===== src/rtl/pattern_round_controller.sv =====
// pattern_round_controller
//   Sequences one game round: requests a pattern set from the generator, latches it,
//   plays the first N patterns to the display with timed show/gap phases, then checks
//   keypad entries in order against the latched set and reports pass or fail.
//   N = 4 * (level + 1).
//
// Optional feature (macro ROUND_RETRY_EN): the first failure in the input phase replays
// the same latched set from index 0 instead of pulsing round_fail; a second failure fails.
//
// Ports
//   clk_1       system clock, rising edge
//   rst         asynchronous active-high reset
//   start       round start request, sampled only when idle
//   level       difficulty (latched on accepted start)
//   gen_end     generator done flag (level-sensitive)
//   patterns    packed 16 x 3-bit set, pattern k (1..16) at [3k-1:3k-3]
//   key_valid   one-cycle keypad strobe
//   key_code    keypad value, valid with key_valid
//   gen_en      generation request
//   busy        high in every state except idle
//   disp_valid  high while a pattern is shown
//   disp_code   shown pattern, 0 when disp_valid is low
//   disp_idx    index of shown pattern / expected entry
//   round_pass  one-cycle pulse on a fully correct sequence
//   round_fail  one-cycle pulse on a wrong entry or timeout
module pattern_round_controller #(
  parameter int unsigned SHOW_CYC    = 50,
  parameter int unsigned GAP_CYC     = 10,
  parameter int unsigned TIMEOUT_CYC = 1000
) (
  input  logic        clk_1,
  input  logic        rst,
  input  logic        start,
  input  logic [1:0]  level,
  input  logic        gen_end,
  input  logic [47:0] patterns,
  input  logic        key_valid,
  input  logic [2:0]  key_code,
  output logic        gen_en,
  output logic        busy,
  output logic        disp_valid,
  output logic [2:0]  disp_code,
  output logic [3:0]  disp_idx,
  output logic        round_pass,
  output logic        round_fail
);

  localparam int unsigned MaxSG  = (SHOW_CYC > GAP_CYC) ? SHOW_CYC : GAP_CYC;
  localparam int unsigned MaxCyc = (MaxSG > TIMEOUT_CYC) ? MaxSG : TIMEOUT_CYC;
  localparam int unsigned TimerW = $clog2(MaxCyc + 1);

  localparam logic [TimerW-1:0] ShowLast = TimerW'(SHOW_CYC - 1);
  localparam logic [TimerW-1:0] GapLast  = TimerW'(GAP_CYC - 1);
  localparam logic [TimerW-1:0] ToLast   = TimerW'(TIMEOUT_CYC - 1);

  localparam logic [2:0] StIdle  = 3'd0;
  localparam logic [2:0] StGen   = 3'd1;
  localparam logic [2:0] StShow  = 3'd2;
  localparam logic [2:0] StGap   = 3'd3;
  localparam logic [2:0] StInput = 3'd4;

  logic [2:0]        state_q, state_d;
  logic [1:0]        lvl_q, lvl_d;
  logic [47:0]       set_q, set_d;
  logic [3:0]        idx_q, idx_d;
  logic [TimerW-1:0] timer_q, timer_d;

  logic              gen_en_d, busy_d, disp_valid_d, pass_d, fail_d;
  logic [2:0]        disp_code_d;
  logic [3:0]        disp_idx_d;

  logic [3:0]        last_idx;
  logic [2:0]        cur_code;
  logic              miss;

`ifdef ROUND_RETRY_EN
  logic              retry_q, retry_d;
`endif

  function automatic logic [2:0] pick(input logic [47:0] set, input logic [3:0] idx);
    logic [2:0] code;
    code = 3'd0;
    for (int k = 0; k < 16; k++) begin
      if (idx == 4'(k)) code = set[3*k +: 3];
    end
    return code;
  endfunction

  // N-1 = 4*level + 3
  assign last_idx = {lvl_q, 2'b11};
  assign cur_code = pick(set_q, idx_q);

  always_comb begin
    state_d = state_q;
    lvl_d   = lvl_q;
    set_d   = set_q;
    idx_d   = idx_q;
    timer_d = timer_q;
    pass_d  = 1'b0;
    fail_d  = 1'b0;
    miss    = 1'b0;
`ifdef ROUND_RETRY_EN
    retry_d = retry_q;
`endif

    unique case (state_q)
      StIdle: begin
        if (start) begin
          lvl_d   = level;
          idx_d   = 4'd0;
          timer_d = '0;
          state_d = StGen;
`ifdef ROUND_RETRY_EN
          retry_d = 1'b0;
`endif
        end
      end
      StGen: begin
        if (gen_end) begin
          set_d   = patterns;
          idx_d   = 4'd0;
          timer_d = '0;
          state_d = StShow;
        end
      end
      StShow: begin
        if (timer_q == ShowLast) begin
          timer_d = '0;
          state_d = StGap;
        end else begin
          timer_d = timer_q + TimerW'(1);
        end
      end
      StGap: begin
        if (timer_q == GapLast) begin
          timer_d = '0;
          if (idx_q == last_idx) begin
            idx_d   = 4'd0;
            state_d = StInput;
          end else begin
            idx_d   = idx_q + 4'd1;
            state_d = StShow;
          end
        end else begin
          timer_d = timer_q + TimerW'(1);
        end
      end
      StInput: begin
        // A key in the timeout cycle wins over the timeout.
        if (key_valid) begin
          timer_d = '0;
          if (key_code == cur_code) begin
            if (idx_q == last_idx) begin
              pass_d  = 1'b1;
              idx_d   = 4'd0;
              state_d = StIdle;
            end else begin
              idx_d = idx_q + 4'd1;
            end
          end else begin
            miss = 1'b1;
          end
        end else if (timer_q == ToLast) begin
          miss = 1'b1;
        end else begin
          timer_d = timer_q + TimerW'(1);
        end

        if (miss) begin
          idx_d   = 4'd0;
          timer_d = '0;
`ifdef ROUND_RETRY_EN
          if (!retry_q) begin
            retry_d = 1'b1;
            state_d = StShow;
          end else begin
            fail_d  = 1'b1;
            state_d = StIdle;
          end
`else
          fail_d  = 1'b1;
          state_d = StIdle;
`endif
        end
      end
      default: begin
        state_d = StIdle;
        idx_d   = 4'd0;
        timer_d = '0;
      end
    endcase
  end

  // Outputs are derived from next state so the registered copies line up with the state.
  always_comb begin
    gen_en_d     = (state_d == StGen);
    busy_d       = (state_d != StIdle);
    disp_valid_d = (state_d == StShow);
    disp_code_d  = disp_valid_d ? pick(set_d, idx_d) : 3'd0;
    disp_idx_d   = (state_d == StIdle || state_d == StGen) ? 4'd0 : idx_d;
  end

  always_ff @(posedge clk_1 or posedge rst) begin
    if (rst) begin
      state_q    <= StIdle;
      lvl_q      <= 2'd0;
      set_q      <= '0;
      idx_q      <= 4'd0;
      timer_q    <= '0;
      gen_en     <= 1'b0;
      busy       <= 1'b0;
      disp_valid <= 1'b0;
      disp_code  <= 3'd0;
      disp_idx   <= 4'd0;
      round_pass <= 1'b0;
      round_fail <= 1'b0;
    end else begin
      state_q    <= state_d;
      lvl_q      <= lvl_d;
      set_q      <= set_d;
      idx_q      <= idx_d;
      timer_q    <= timer_d;
      gen_en     <= gen_en_d;
      busy       <= busy_d;
      disp_valid <= disp_valid_d;
      disp_code  <= disp_code_d;
      disp_idx   <= disp_idx_d;
      round_pass <= pass_d;
      round_fail <= fail_d;
    end
  end

`ifdef ROUND_RETRY_EN
  always_ff @(posedge clk_1 or posedge rst) begin
    if (rst) begin
      retry_q <= 1'b0;
    end else begin
      retry_q <= retry_d;
    end
  end
`endif

endmodule


===== config.mk =====
export PLATFORM = sky130hd
export DESIGN_NAME = pattern_round_controller
export DESIGN_NICKNAME = d
export VERILOG_FILES = /design/src/rtl/pattern_round_controller.sv
export SDC_FILE = /design/constraint.sdc
export NUM_CORES = 1
export LEC_CHECK = 0
export ABC_AREA = 0
export CORE_AREA = 2 2 119 121
export DETAILED_ROUTE_END_ITERATION = 8
export DIE_AREA = 0 0 121 123
export GPL_ROUTABILITY_DRIVEN = 0
export PLACE_DENSITY = 0.55
export SLEW_MARGIN = 20
export SYNTH_ARGS = -nofsm -noshare
export SYNTH_HDL_FRONTEND = slang
export SYNTH_SLANG_ARGS = --single-unit

===== constraint.sdc =====
create_clock -name clk_1 -period 11.3 [get_ports clk_1]
set_input_delay 2.26 -clock clk_1 [delete_from_list [all_inputs] [get_ports clk_1]]
set_output_delay 2.26 -clock clk_1 [all_outputs]
set_load 0.01 [all_outputs]

==> impl_metrics.py <==
metrics = {
    "worst_setup_path": {
        "crit_required_ps": 11530,
        "crit_chain": "clkdlybuf4s50_1, nand2_1, and3_1, a221o_1, a22o_1, nor2_4, inv_2, mux2i_1, nor3_1, o221a_1, a221o_1",
        "r2r_slack_ps": 6470,
        "startpoint_type": "input pin",
        "arrival_ps": 5430,
        "worstSetupEndpointType": "register",
        "path_common_cell": "a221o_1",
        "crit_fanout": 19,
        "critPathMaxStageDelay_ps": 470,
        "reg2reg_depth": 13,
        "r2r_end": "disp_code[0]",
        "crit_type": "in -> reg",
        "cp_slowest_cell": "clkdlybuf4s50_1",
        "worstReg2RegStart": "idx_q[1]",
    },
    "sta": {
        "skew_ps": 7.51,
        "fin_crit_ps": 5200,
        "drv_slew": 0,
        "finalSetupTns_ps": 0,
        "slew_headroom_pct": 27.5,
        "rsz0062_at_grt": "no",
        "hold_viol_final": 0,
        "final-setup-viol-count": 0,
        "hold_ws_ps": 523,
        "finalCritPeriodShare_pct": 46.1,
        "fmax_mhz": 192,
        "tightest_slew_ps": 1090,
    },
    "global_routing": {
        "antenna_found_initial": 0,
        "grt_overflow": 0,
        "grt_pass1_wl_mm": 21.7,
        "grt_max_degree": 80,
        "grt_pass1_vias": 4066,
        "track_usage_pct": 18.8,
    },
    "detailed_routing": {
        "firstDrtPassIters": 5,
        "drt_wl_total_mm": 13.3,
        "vias": 3899,
        "drc": 0,
        "wl_per_cell_um": 18.6,
        "vias_per_cell": 5.45,
        "antenna_left": 0,
        "first_iter_violations": 239,
    },
    "synthesis": {
        "yosysSeqAreaShare_pct": 42.0,
        "synth_common_cells": "79 x dfrtp_1, 49 x nand2_1, 45 x mux2_2",
        "ys_ff_latch": 79,
        "post_synth.cell_area_avg_um2": 9.88,
        "ys.flop_type": "dfrtp_1",
        "syn_area_mm2": 0.00470,
        "yosysWarnings": 0,
        "synth_compound_area_share_pct": 16.9,
        "synth_edf_count": 0,
        "ys_top_cells_by_area": "dfrtp_1 42%, mux2_2 11%, mux2i_1 4.5%",
        "synth_top_family_by_area": "simple AND/OR/NAND/NOR gates",
        "synth_top_area_share_pct": 42.0,
        "muxShareOfSynthArea_pct": 15.8,
        "syn_inst": 476,
        "syn-num-nets": 540,
        "synth.most_common_cell": "dfrtp_1",
        "synth_async_sr_flop_share_pct": 100,
        "synth.distinct_cells": 68,
        "synth_adder_area_share_pct": 1.60,
        "yosys.area_share.simple_pct": 17.7,
        "synthXorXnorAreaFrac_pct": 1.30,
        "synth_top_cell_by_area": "dfrtp_1",
    },
    "finish": {
        "area_growth_pct": 23.5,
        "final_layout_size_suffix_gt1_share_pct": 14.9,
        "diodes": 0,
        "finalNetCount": 595,
        "fin_area_mm2": 0.00581,
        "post-route-util_pct": 42.7,
        "n_fill_cell": 1303,
    },
    "run": {
        "cap_violations": 0,
    },
    "placement": {
        "dpl.hpwl_mm": 9.40,
        "portBuffers": 69,
        "placed_cell_area_mm2": 0.00550,
    },
    "clock_network": {
        "clock_latency_ps": 340,
        "ctsResizeCount": 0,
        "cts_buffers": 9,
        "clkTransAtPathRegs_ps": 60,
        "cts_root_buffer": "clkbuf_16",
        "htreeDepth": 3,
        "cts.sinks": 79,
        "holdBufCountCts": 0,
        "tritoncts": "built",
        "cts_setup_buffers": 0,
        "ctsLongestPathBuffers": 2,
    },
    "floorplan": {
        "die_x_um": 121,
        "num_rows": 43,
        "initial_utilization_pct": 34.5,
        "die_area_mm2": 0.0149,
        "die_h_um": 123,
        "core_area_mm2": 0.0136,
        "io_pins": 70,
    },
    "min_path": {
        "holdPathEnd": "set_q[11]",
        "hp-class": "reg -> reg",
        "min_from": "set_q[11]",
        "whs_path_depth": 1,
    },
    "power_and_ir_drop": {
        "p_leak_nw": 2.34,
        "powerDensity_mw_per_mm2": 239,
        "ir_drop_v": 0.0000991,
    },
    "status": {
        "status": "finished clean",
    },
}
## metrics by stage
stage               power [mW]  std cells  worst slack, ps
CTS                       1.40        716             6120
global placement          1.10        700             5900
floorplan                0.924        476             6620
global route              1.49        716             5900
finish                    1.39        716             6100
detailed placement        1.10        700             5760
## worst max-delay path: cells and delay by family
kind                   cells  cell delay [ps]
multiplexers               1              250
AND/OR/NAND/NOR            4              810
buffers and inverters      2              790
AO/OA/AOI/OAI              4             1300
## cells by family after synthesis
| family | after synthesis |
|---|---|
| adder cells (fa/ha/maj) | 6 |
| XOR/XNOR | 7 |
| buffers and inverters | 47 |
| AO/OA/AOI/OAI | 111 |
| AND/OR/NAND/NOR | 158 |
| multiplexers | 68 |
| flip-flops | 79 |
## layout make-up
class,instances,area (um2),area share [%]
inverters,19,75.1,1.29
clock buffers,11,243,4.18
multi-input cells,350,2510,43.3
clock inverters,5,56.3,0.970
well taps,180,225,3.88
flip-flops and latches,79,1980,34.0
repair buffers,72,717,12.3
## power by group
group	total, mW	internal, mW	leakage, nW	switching [mW]
Clock	0.294	0.177	0.146	0.117
Sequential	0.470	0.396	0.984	0.0740
Combinational	0.627	0.286	1.21	0.340
Total	1.39	0.859	2.34	0.531
## metal layers
metal / track usage (%) / wire length (um)
met1: 25.6 / 6240
met2: 30.5 / 6130
met3: 3.46 / 697
met4: 5.96 / 261
met5: 0 / 0
## layout by cell type, fill, tap and decap left out, types with 14 or more instances in the layout
cell type	Yosys	routed
inv_1	16	15
o21ai_0	24	24
clkdlybuf4s50_1	0	69
mux2i_1	21	21
a21oi_1	23	23
nand2_1	49	49
mux2_2	45	45
nor2_1	21	21
nor3_1	15	14
dfrtp_1	79	79
## flip-flops by register name, summed over array words and instances, names as in the netlist, 2 cells and up
name	cells
disp_code	3
disp_idx	4
idx_q	4
lvl_q	2
set_q	48
state_q	3
timer_q	10
## worst max-delay path by stage
stage            start            to  slack (ps)  depth (start not counted)
2_1_floorplan  gen_end  disp_code[1]        6620                          9
3_5_place_dp   gen_end  disp_code[0]        5760                         12
4_1_cts        gen_end  disp_code[0]        6120                         11
6_report       gen_end  disp_code[0]        6100                         11
5_1_grt          start  disp_code[0]        5900                         12
3_3_place_gp     start  disp_code[0]        5900                         12
No activity file was read; power rests on OpenSTA's default activity.
